<file path="src/rtl/issue_station.sv">
// In-order issue front end: a small micro-op FIFO feeding an IS stage (register
// read addresses) and an EX stage (ALU opcode and write-back enables).
module issue_station #(
  parameter int DEPTH = 4,
  parameter int OPW   = 6
) (
  input  logic                     clk,
  input  logic                     rst,
  input  logic                     in_valid,
  output logic                     in_ready,
  input  logic [OPW-1:0]           in_op,
  input  logic [2:0]               in_a,
  input  logic [2:0]               in_b,
  input  logic [2:0]               in_d,
  input  logic                     in_d_wr,
  input  logic                     in_sf_wr,
  input  logic [15:0]              in_pc,
  input  logic                     stall,
  input  logic                     flush,
  output logic [2:0]               r_a_addr,
  output logic [2:0]               r_b_addr,
  output logic [15:0]              r_pc,
  output logic [OPW-1:0]           alu_op,
  output logic                     alu_d_wr,
  output logic [2:0]               alu_d_adr,
  output logic                     alu_sf_wr,
  output logic                     ex_valid,
  output logic [$clog2(DEPTH):0]   count
);

  localparam int AW = $clog2(DEPTH);
  localparam int CW = AW + 1;

  typedef struct packed {
    logic [OPW-1:0] op;
    logic [2:0]     a;
    logic [2:0]     b;
    logic [2:0]     d;
    logic           d_wr;
    logic           sf_wr;
    logic [15:0]    pc;
  } uop_t;

  uop_t          mem [DEPTH];
  uop_t          in_uop;
  uop_t          is_q, ex_q;
  logic          is_v, ex_v;
  logic [AW-1:0] wr_ptr, rd_ptr;
  logic [CW-1:0] cnt;
  logic          push, pop, advance;

  assign in_uop = '{op: in_op, a: in_a, b: in_b, d: in_d,
                    d_wr: in_d_wr, sf_wr: in_sf_wr, pc: in_pc};

  // Full is judged on the current occupancy only; a same-cycle pop does not open a slot.
  assign in_ready = !rst && !flush && (cnt < CW'(DEPTH));
  assign push     = in_valid && in_ready;
  assign advance  = !stall && !flush;
  assign pop      = advance && (cnt != '0);

  // NOTE: the payload array has no reset; occupancy and pointers alone define
  // which entries are meaningful, so clearing storage would only cost area.
  always_ff @(posedge clk) begin
    if (push) mem[wr_ptr] <= in_uop;
  end

  // NOTE: all state uses non-blocking assignments so every register samples
  // pre-edge values; EX must capture the old IS, not the freshly popped head.
  always_ff @(posedge clk or posedge rst) begin
    if (rst) begin
      wr_ptr <= '0;
      rd_ptr <= '0;
      cnt    <= '0;
      is_q   <= '0;
      is_v   <= 1'b0;
      ex_q   <= '0;
      ex_v   <= 1'b0;
    end else if (flush) begin
      wr_ptr <= '0;
      rd_ptr <= '0;
      cnt    <= '0;
      is_q   <= '0;
      is_v   <= 1'b0;
      ex_q   <= '0;
      ex_v   <= 1'b0;
    end else begin
      if (push) wr_ptr <= wr_ptr + 1'b1;
      if (pop)  rd_ptr <= rd_ptr + 1'b1;
      cnt <= cnt + CW'(push) - CW'(pop);
      if (advance) begin
        ex_q <= is_q;
        ex_v <= is_v;
        is_q <= pop ? mem[rd_ptr] : '0;
        is_v <= pop;
      end
    end
  end

  // While stalled the register file keeps re-reading EX's operands so they are
  // still valid on the release cycle, when IS's operands take over.
  always_comb begin
    r_a_addr = is_q.a;
    r_b_addr = is_q.b;
    r_pc     = is_q.pc;
    if (stall) begin
      r_a_addr = ex_q.a;
      r_b_addr = ex_q.b;
      r_pc     = ex_q.pc;
    end
  end

  assign alu_op    = ex_q.op;
  assign alu_d_adr = ex_q.d;
  assign alu_d_wr  = ex_v && ex_q.d_wr  && advance;
  assign alu_sf_wr = ex_v && ex_q.sf_wr && advance;
  assign ex_valid  = ex_v;
  assign count     = cnt;

endmodule

</file>
<file path="config.mk">
export PLATFORM = sky130hd
export DESIGN_NAME = issue_station
export DESIGN_NICKNAME = d
export VERILOG_FILES = /design/src/rtl/issue_station.sv
export SDC_FILE = /design/constraint.sdc
export NUM_CORES = 1
export LEC_CHECK = 0
export ABC_AREA = 1
export BUFFER_PORTS_ARGS = -buffer_cell sky130_fd_sc_hd__buf_2
export CORE_MARGIN = 10
export CORE_UTILIZATION = 35
export CTS_CLUSTER_SIZE = 40
export DETAILED_ROUTE_END_ITERATION = 10
export SKIP_CTS_REPAIR_TIMING = 1
export SYNTH_ARGS = -nofsm -noshare
export SYNTH_HDL_FRONTEND = slang
export SYNTH_SLANG_ARGS = --single-unit
</file>
<file path="constraint.sdc">
create_clock -name clk -period 3.6 [get_ports clk]
set_clock_uncertainty 0.05 [all_clocks]
set_input_delay 0.72 -clock clk [delete_from_list [all_inputs] [get_ports clk]]
set_output_delay 0.72 -clock clk [all_outputs]
set_load 0.1 [all_outputs]
</file>
==> flow_summary.ini, run 1 <==
[run_status]
status = completed

[clock_tree]
cts_tree = done
path_clk_slew_ns = 0.06
cts_num_sinks = 207
htree_levels = 1
cts_root_buffer = clkbuf_16
worstSkewPairLatency_ns = 0.49
numCtsBuffers = 21
cts_buffer_depth = 3

[synthesis]
ys_ff_latch = 207
synthTopCellsByArea = edfxtp_1 49%, dfrtp_1 23%, nand2_1 13%
synth_top_area_share_pct = 48.52
yosysSeqAreaShare_pct = 71.50
synth_area_um2 = 8169
yosys_warnings = 0
postSynthCellCount = 720
synth_cell_types = 24
synth_fp_nets = 765
avgSynthCellArea_um2 = 11.35
yosys.area.top_type = edfxtp_1

[floorplanning]
dieArea_um2 = 29850
fp.dieH_um = 172.8
start_util_pct = 35.86
rows = 55
ioPinCount = 76
chipWidth_um = 172.8
core_um2 = 22780

[sta]
whs_ns = 0.3906
slew_headroom_pct = 36.36
min_period_ns = 2.646
maxSlewViolCount = 0
tns_ns = 0
setup_viol = 0
worst_slack_ns = 0.9540
final.period_utilization_pct = 73.50
finalHoldViolations = 0
fmax_mhz = 377.9
tightest_slew_ns = 0.9546
rsz0062_at_grt = no

[critical_path]
crit_top_cell = buf_2
cp-start-kind = primary input
crit_slowest_cell = buf_2
required_ns = 2.83
crit_chain = buf_2 -> inv_4 -> nand2_2 -> nor3_1 -> buf_2
path_class = primary input to primary output
cp-end-kind = primary output
crit_fanout = 23
critPathMaxStageDelay_ns = 0.45
crit_arrival_ns = 1.88

[layout]
layout.nets = 829
areaGrowthSynthToFinish_pct = 15.21
drive_gt1_share_pct = 16.67
final_cell_mix = 278 x nand2_1, 132 x edfxtp_1, 104 x nand3_1
final_common_cell = nand2_1
fillers = 2160

[global_route]
grt_max_degree = 76
grt_pass1_vias = 5081
grt.overflow.total = 0
grtUsageTotal_pct = 12.20
grt_pass1_wl_mm = 29.48
antenna_found_initial = 7

[detailed_routing]
postRouteWirelength_mm = 18.35
wire_per_inst_um = 16.48
route.detailed.drc = 0
dr.pass1.iters = 4
routed-via-count = 5115
post_drt_via_cell_ratio = 4.592
first_iter_violations = 274
ant_nets = 0

[power]
p_clk_share_pct = 32.9
sw_frac_of_total_pct = 32.15
comb_power_share_pct = 21.0
p_leak_uw = 0.004084
power_switching_uw = 1929
ir_worst_vdd_mv = 0.2804
seqPwrFrac_pct = 46.2
intPower_uw = 4070
p_per_area_nw_per_um2 = 637.4

[run]
maxCapViolations = 0

[placed_design]
place_ws_ns = 0.9454
place.gp.congestion = 0.7281
port_buffers = 75
detailed_place_hpwl_mm = 11.13

[worst_hold_path]
holdCritPathClass = primary input to register
[layer usage]
metal  vias to the layer above  wire, µm  GRT usage [%]  share of wire (%)
met4                         6       269          3.557                1.5
met2                       110      8525          19.34                 46
met3                        21      1297          3.333                7.1
met1                      2438      8221          16.04                 45
li1                       2540         -              -                  -
met5                         -        40              0               0.22
[stage by stage]
step | area [µm²] | std cells | total power (µW) | util, %
final | 9412 | 1114 | 5999 | 41.32
after floorplan | 8193 | 720 | 3817 | -
after global placement | 8786 | 1074 | 4080 | 38.57
after CTS | 9404 | 1111 | 6073 | 41.29
after detailed placement | 8786 | 1074 | 4096 | 38.57
after global routing | 9404 | 1111 | 6318 | 41.29
[cells in the mapped netlist]
cell type / number
inv_4: 1
buf_2: 20
o21ai_0: 3
a21oi_4: 1
dfrtp_1: 75
nor3_1: 3
ha_1: 6
clkbuf_1: 10
edfxtp_1: 132
xor2_1: 1
inv_1: 17
o21ai_1: 1
inv_2: 3
nand2_1: 278
buf_4: 11
o22ai_1: 1
nand2_2: 1
buf_1: 2
a21oi_1: 22
a22o_1: 9
nand3_1: 105
nor2_1: 13
fa_1: 1
buf_6: 4
[power groups by stage]
stage | combinational, µW | sequential, µW | clock [µW]
floorplan | 926 | 2890 | 0
global placement | 1260 | 2820 | 0
detailed placement | 1280 | 2820 | 0
CTS | 1280 | 2770 | 2020
global route | 1400 | 2790 | 2130
finish | 1260 | 2770 | 1970
[logic make-up (layout without fill, tap and decap cells)]
kind of cell	after synthesis	after routing	share of synthesized area, %
AOI/OAI and AO/OA	37	37	2.834
xor gates and xnor gates	1	1	0.1072
adders and majority gates	7	7	1.164
buffers and inverters	68	146	4.335
DFF	207	207	71.50
other	0	3	0
and+or+nand+nor	400	400	20.06
[critical path, delay by kind of cell]
family        cells  cell delay [ns]
simple gates      2             0.27
buf+inv           3             0.87
[final cells by class]
| class | count | area, µm² | share of cell area (%) |
|---|---|---|---|
| Clock buffer | 28 | 571.8 | 6.076 |
| Antenna cell | 3 | 7.507 | 0.07977 |
| Sequential cell | 207 | 5842 | 62.07 |
| Inverter | 21 | 85.08 | 0.9040 |
| Clock inverter | 9 | 46.29 | 0.4919 |
| Multi-Input combinational cell | 445 | 1994 | 21.19 |
| Tap cell | 313 | 391.6 | 4.161 |
| Timing Repair Buffer | 88 | 473.0 | 5.025 |
[state kept, by name, indices dropped and copies added, names as in the netlist]
register and flops:
is_v 1, rd_ptr 2, alu_op 6, is_q 33, mem 132, ex_q 24, alu_d_adr 3, count 3
ex_valid 1, wr_ptr 2
[worst paths after layout]
| path | startpoint | to | cells after the start | slack [ns] |
|---|---|---|---|---|
| min in group asynchronous | rst | ex_q[3] | 3 | 0.52 |
| max reg2reg | count[2] | count[2] | 10 | 1.54 |
| max in group asynchronous | rst | rd_ptr[0] | 3 | 2.33 |
| max | stall | alu_d_wr | 5 | 0.95 |
| min reg2reg | is_q[11] | is_q[11] | 2 | 0.43 |
| min | in_pc[2] | mem[3][2] | 1 | 0.39 |
Note: power is estimated with default switching activity, not from simulation.
==> inputs of run 2 (changes only) <==
- ABC_AREA: 1 -> 0
- clock period: 3.6 -> 2.16 ns (I/O delays scaled with it)
==> run 2 against run 1 <==
Against the previous run: final area increased by 6.3%; clock power increased by 87%; die area decreased by 2.0%; sequential power increased by 67%; sequential share of layout area decreased by 3.5 points; worst setup slack got worse by 0.84 ns; area after synthesis decreased by 2.3%; wire length decreased by 14%.
==> flow_summary.ini, run 2 <==
[critical_path]
crit_end = count[2]
crit_cells = 9
crit_arrival_ns = 2.35
reg2regPathDepth = 9
path_class = register to register
cp-end-kind = register
r2r-start = count[2]
reg2reg_to = count[2]
critPathMaxStageDelay_ns = 0.53
required_ns = 2.46
crit_fanout = 5
crit_slowest_cell = dfrtp_4
path_delay_family = adder cells
crit_chain = nor4b_4 -> inv_1 -> ha_4 -> inv_2 -> ha_4 -> inv_2 -> fa_2 -> xnor2_1 -> nor2_1
cp-start-kind = register
path_buf_inv = 3
startpoint = count[2]
rrSetupSlack_ns = 0.11

[detailed_routing]
route.detailed.drc = 0
post_drt_via_cell_ratio = 4.860
ant_nets = 0
dr.pass1.iters = 4
postRouteWirelength_mm = 15.86
wire_per_inst_um = 19.61
first_iter_violations = 180
routed-via-count = 3932

[synthesis]
synth_top_family_by_area = multiplexers
ys_top_cells_by_count = 132 x edfxtp_1, 75 x dfrtp_1, 33 x a22o_1
synth_cell_types = 31
avgSynthCellArea_um2 = 19.14
synth_ff_type = edfxtp_1
synth-edff-count = 132
ys_ff_latch = 207
synth_area_um2 = 7983
synthMuxAreaShare_pct = 14.33
synth-xor-area-share_pct = 0.3292
synthArstFlopShare_pct = 36.23
yosys.area.top_type = edfxtp_1
synth_fa_ha_area_share_pct = 1.191
synth_compound_area_share_pct = 3.997
synthSimpleGateAreaFrac_pct = 3.934
yosys_warnings = 0
synth_top_area_share_pct = 49.66
synthTopCellsByArea = edfxtp_1 50%, dfrtp_1 24%, mux4_2 7.6%
yosysSeqAreaShare_pct = 73.17
synth_fp_nets = 462
postSynthCellCount = 417
yosysMostFrequentCell = edfxtp_1

[layout]
layout.nets = 551
stdcell_count = 809
reg_top3 = mem (132), is_q (33), ex_q (24)
largest_register = mem
final_common_cell = edfxtp_1
drive_gt1_share_pct = 39.66
final_cell_mix = 132 x edfxtp_1, 70 x dfrtp_1, 50 x buf_2
largest_reg_flops = 132
final_util_pct = 44.32
areaGrowthSynthToFinish_pct = 25.31
fillers = 1969

[sta]
worst_slack_ns = 0.1110
maxSlewViolCount = 0
final.period_utilization_pct = 94.86
tightest_slew_ns = 0.6531
slew_headroom_pct = 56.37
finalHoldViolations = 0
min_period_ns = 2.049
fmax_mhz = 488.0
setup_viol = 0
rsz0062_at_grt = no

[clock_tree]
cts_tree = done
cts_buffer_depth = 3
path_clk_slew_ns = 0.06
numCtsBuffers = 22
cts_num_sinks = 207
htree_levels = 1
cts_root_buffer = clkbuf_16
worstSkewPairLatency_ns = 0.50

[power]
ir_worst_vdd_mv = 0.7327
p_per_area_nw_per_um2 = 1043
finalPower_uw = 10440
p_leak_uw = 0.003877

[global_route]
grt.overflow.total = 0
antenna_found_initial = 2
grtUsageTotal_pct = 11.07
grt_pass1_wl_mm = 25.16
grt_pass1_vias = 4313
grt_max_degree = 42

[floorplanning]
rows = 55
core_um2 = 22570
chipWidth_um = 171.0
ioPinCount = 76
start_util_pct = 35.37
dieArea_um2 = 29250
fp.dieH_um = 171.0

[placed_design]
detailed_place_hpwl_mm = 10.34
place.gp.congestion = 0.6724
place_ws_ns = 0.01770
placed_cells = 767
port_buffers = 75

[worst_hold_path]
min-delay-start = in_op[0]
holdCritPathClass = primary input to register

[run_status]
status = completed

[run]
maxCapViolations = 0
## run 2: report_power, final
part / switching [µW] / leakage (µW) / internal [µW] / total, µW
clock network: 1470 / 0.000357 / 2200 / 3680
logic: 1260 / 0.00130 / 877 / 2130
registers: 163 / 0.00222 / 4460 / 4630
total: 2890 / 0.00388 / 7540 / 10400
## run 2: through the flow
step / hold slack, ns / TNS (ns) / cell area [µm²]
floorplan: 0.3986 / -0.6702 / 8056
global placement: 0.4142 / 0 / 9270
detailed placement: 0.4247 / 0 / 9270
CTS: 0.06893 / 0 / 9998
global route: 0.07356 / 0 / 9998
finish: 0.08928 / 0 / 10000
## run 2: area by class of cell
cell class,instances,area (µm²),share of cell area [%]
diodes,2,5.005,0.05003
inverters,7,32.53,0.3252
clock inverters,12,135.1,1.351
well taps,285,356.6,3.565
flip-flops and latches,207,5854,58.52
multi-input cells,169,1958,19.57
clock buffers,28,593.1,5.929
repair buffers,99,1069,10.68
## run 2: logic make-up after synthesis
family          Yosys count
mux                      68
buf+inv                  41
simple gates             53
fa+ha+maj                 7
xor+xnor                  3
flops                   207
compound gates           38
## run 2: metal layers
metal | track usage (%) | share of wire [%]
met3 | 2.696 | 5.0
met5 | 0 | 0
met2 | 19.32 | 52
met1 | 13.54 | 42
met4 | 2.457 | 1.4
## run 2: worst min-delay path by stage
stage | end | slack (ns) | depth (start not counted)
after floorplan | is_v | 0.40 | 1
after global placement | is_v | 0.41 | 1
after detailed placement | is_v | 0.42 | 1
after CTS | mem[3][8] | 0.07 | 1
after global routing | mem[3][8] | 0.07 | 1
final | mem[3][27] | 0.09 | 1
==> inputs of run 3 (changes only) <==
- PLACE_DENSITY_LB_ADDON: not set -> 0.15
==> run 3 against run 2 <==
Against the previous run: combinational power rose by 2%; count of clock-buffer cells in the layout down 4; final area is 0.75% higher; via count up 1.1%; power up 4.7%; critical endpoint is now in_ready; critical path depth is 6 lower; worst setup slack worse by 0.049 ns; global-route usage grew 0.64 points; the run now ends with hold timing left; die area stayed put; register-to-register slack got worse by 0.02 ns; utilization is 0.33 points higher.
==> flow_summary.ini, run 3 (synthesized netlist as in run 2, its figures left out) <==
[layout]
areaGrowthSynthToFinish_pct = 26.25
final_common_cell = edfxtp_1
final_cell_mix = 132 x edfxtp_1, 70 x dfrtp_1, 50 x buf_2
largest_register = mem
stdcell_count = 811
drive_gt1_share_pct = 40.68
layout.nets = 554
reg_top3 = mem (132), is_q (33), ex_q (24)
n_antenna_cell = 0
largest_reg_flops = 132
final_util_pct = 44.65

[detailed_routing]
route.detailed.drc = 0
ant_nets = 0
wire_per_inst_um = 20.61
first_iter_violations = 177
postRouteWirelength_mm = 16.72
post_drt_via_cell_ratio = 4.903
routed-via-count = 3976
dr.pass1.iters = 4

[sta]
whs_ns = -0.005105
tightest_slew_ns = 0.5475
tns_ns = 0
maxSlewViolCount = 0
setup_viol = 0
final.period_utilization_pct = 97.15
finalHoldViolations = 11
slew_headroom_pct = 63.50
worst_slack_ns = 0.06156
rsz0062_at_grt = no
fmax_mhz = 476.5
min_period_ns = 2.098

[placed_design]
port_buffers = 75
detailed_place_hpwl_mm = 10.19
place.gp.congestion = 0.7264
placed_cells = 767
place_ws_ns = -0.01380

[global_route]
grtUsageTotal_pct = 11.70
grt.overflow.total = 0
grt_max_degree = 37
grt_pass1_wl_mm = 26.36
grt_pass1_vias = 4555
antenna_found_initial = 0

[clock_tree]
htree_levels = 1
path_clk_slew_ns = 0.06
cts_tree = done
worstSkewPairLatency_ns = 0.50
cts_root_buffer = clkbuf_16
numCtsBuffers = 23
cts_num_sinks = 207
cts_buffer_depth = 3

[floorplanning]
chipWidth_um = 171.0
ioPinCount = 76
core_um2 = 22570
rows = 55
fp.dieH_um = 171.0
start_util_pct = 35.37
dieArea_um2 = 29250

[critical_path]
cp-end-kind = primary output
crit_fanout = 5
required_ns = 1.68
crit_arrival_ns = 1.62
cp-start-kind = register
path_class = register to primary output

[run_status]
violations = hold timing
status = finished, violations left

[power]
ir_worst_vdd_mv = 0.5342
p_leak_uw = 0.003929
p_per_area_nw_per_um2 = 1084

[run]
maxCapViolations = 0

[worst_hold_path]
holdCritPathClass = primary input to async pin
==> run 3: cell count changes in the layout (fill, tap and decap cells not counted), moves of 2 or more <==
cell,previous run,this run
buf_12,36,34
buf_4,13,17
bufinv_16,2,5
clkbuf_1,4,0
clkinv_1,0,3
clkinv_2,5,7
clkinv_4,3,0
diode_2,2,0
inv_6,0,2
==> run 3: final cells by class <==
type | instances | area, µm²
inverters | 7 | 32.53
well taps | 285 | 356.6
multi-input cells | 169 | 1966
clock inverters | 18 | 221.5
fillers | 1987 | 12490
flip-flops and latches | 207 | 5854
repair buffers | 101 | 1059
clock buffers | 24 | 589.3
==> run 3: worst paths after layout <==
| check | depth (start not counted) | to | startpoint | slack (ns) |
|---|---|---|---|---|
| setup / recovery | 3 | in_ready | count[2] | 0.06 |
| hold / removal | 3 | count[1] | rst | -0.005 |
| setup reg to reg | 8 | count[1] | count[2] | 0.09 |
| hold reg to reg | 1 | is_v | is_v | 0.42 |
| max in group asynchronous | 4 | ex_q[10] | rst | 1.39 |
| min in group clk | 1 | mem[1][15] | in_pc[15] | 0.09 |
==> run 3: critical path: stages, from the launching register on <==
cell,delay (ns)
dfrtp_4,0.52
buf_4,0.15
nor3_2,0.23
buf_12,0.21
==> run 3: stage by stage <==
step	hold WS (ns)	cell area (µm²)	total power, µW
floorplan	0.3986	8056	6253
global placement	0.4085	9245	6839
detailed placement	0.4201	9245	6886
CTS	-0.008315	10060	11050
global route	0.01514	10080	11410
finish	-0.005105	10080	10930
==> run 3: power breakdown <==
group	leakage (µW)	switching [µW]	internal, µW	total (µW)
combinational	0.00131	1290	891	2180
clock	0.000403	1550	2580	4130
sequential	0.00222	157	4460	4620
==> run 3: routing by layer <==
metal  global-route usage (%)  vias up  wire (µm)
met5                        0        -          0
met4                    3.214        0        278
met3                    2.650       24       1025
met2                    20.31       88       8513
met1                    14.30     2075       6900
li1                         -     1789          -
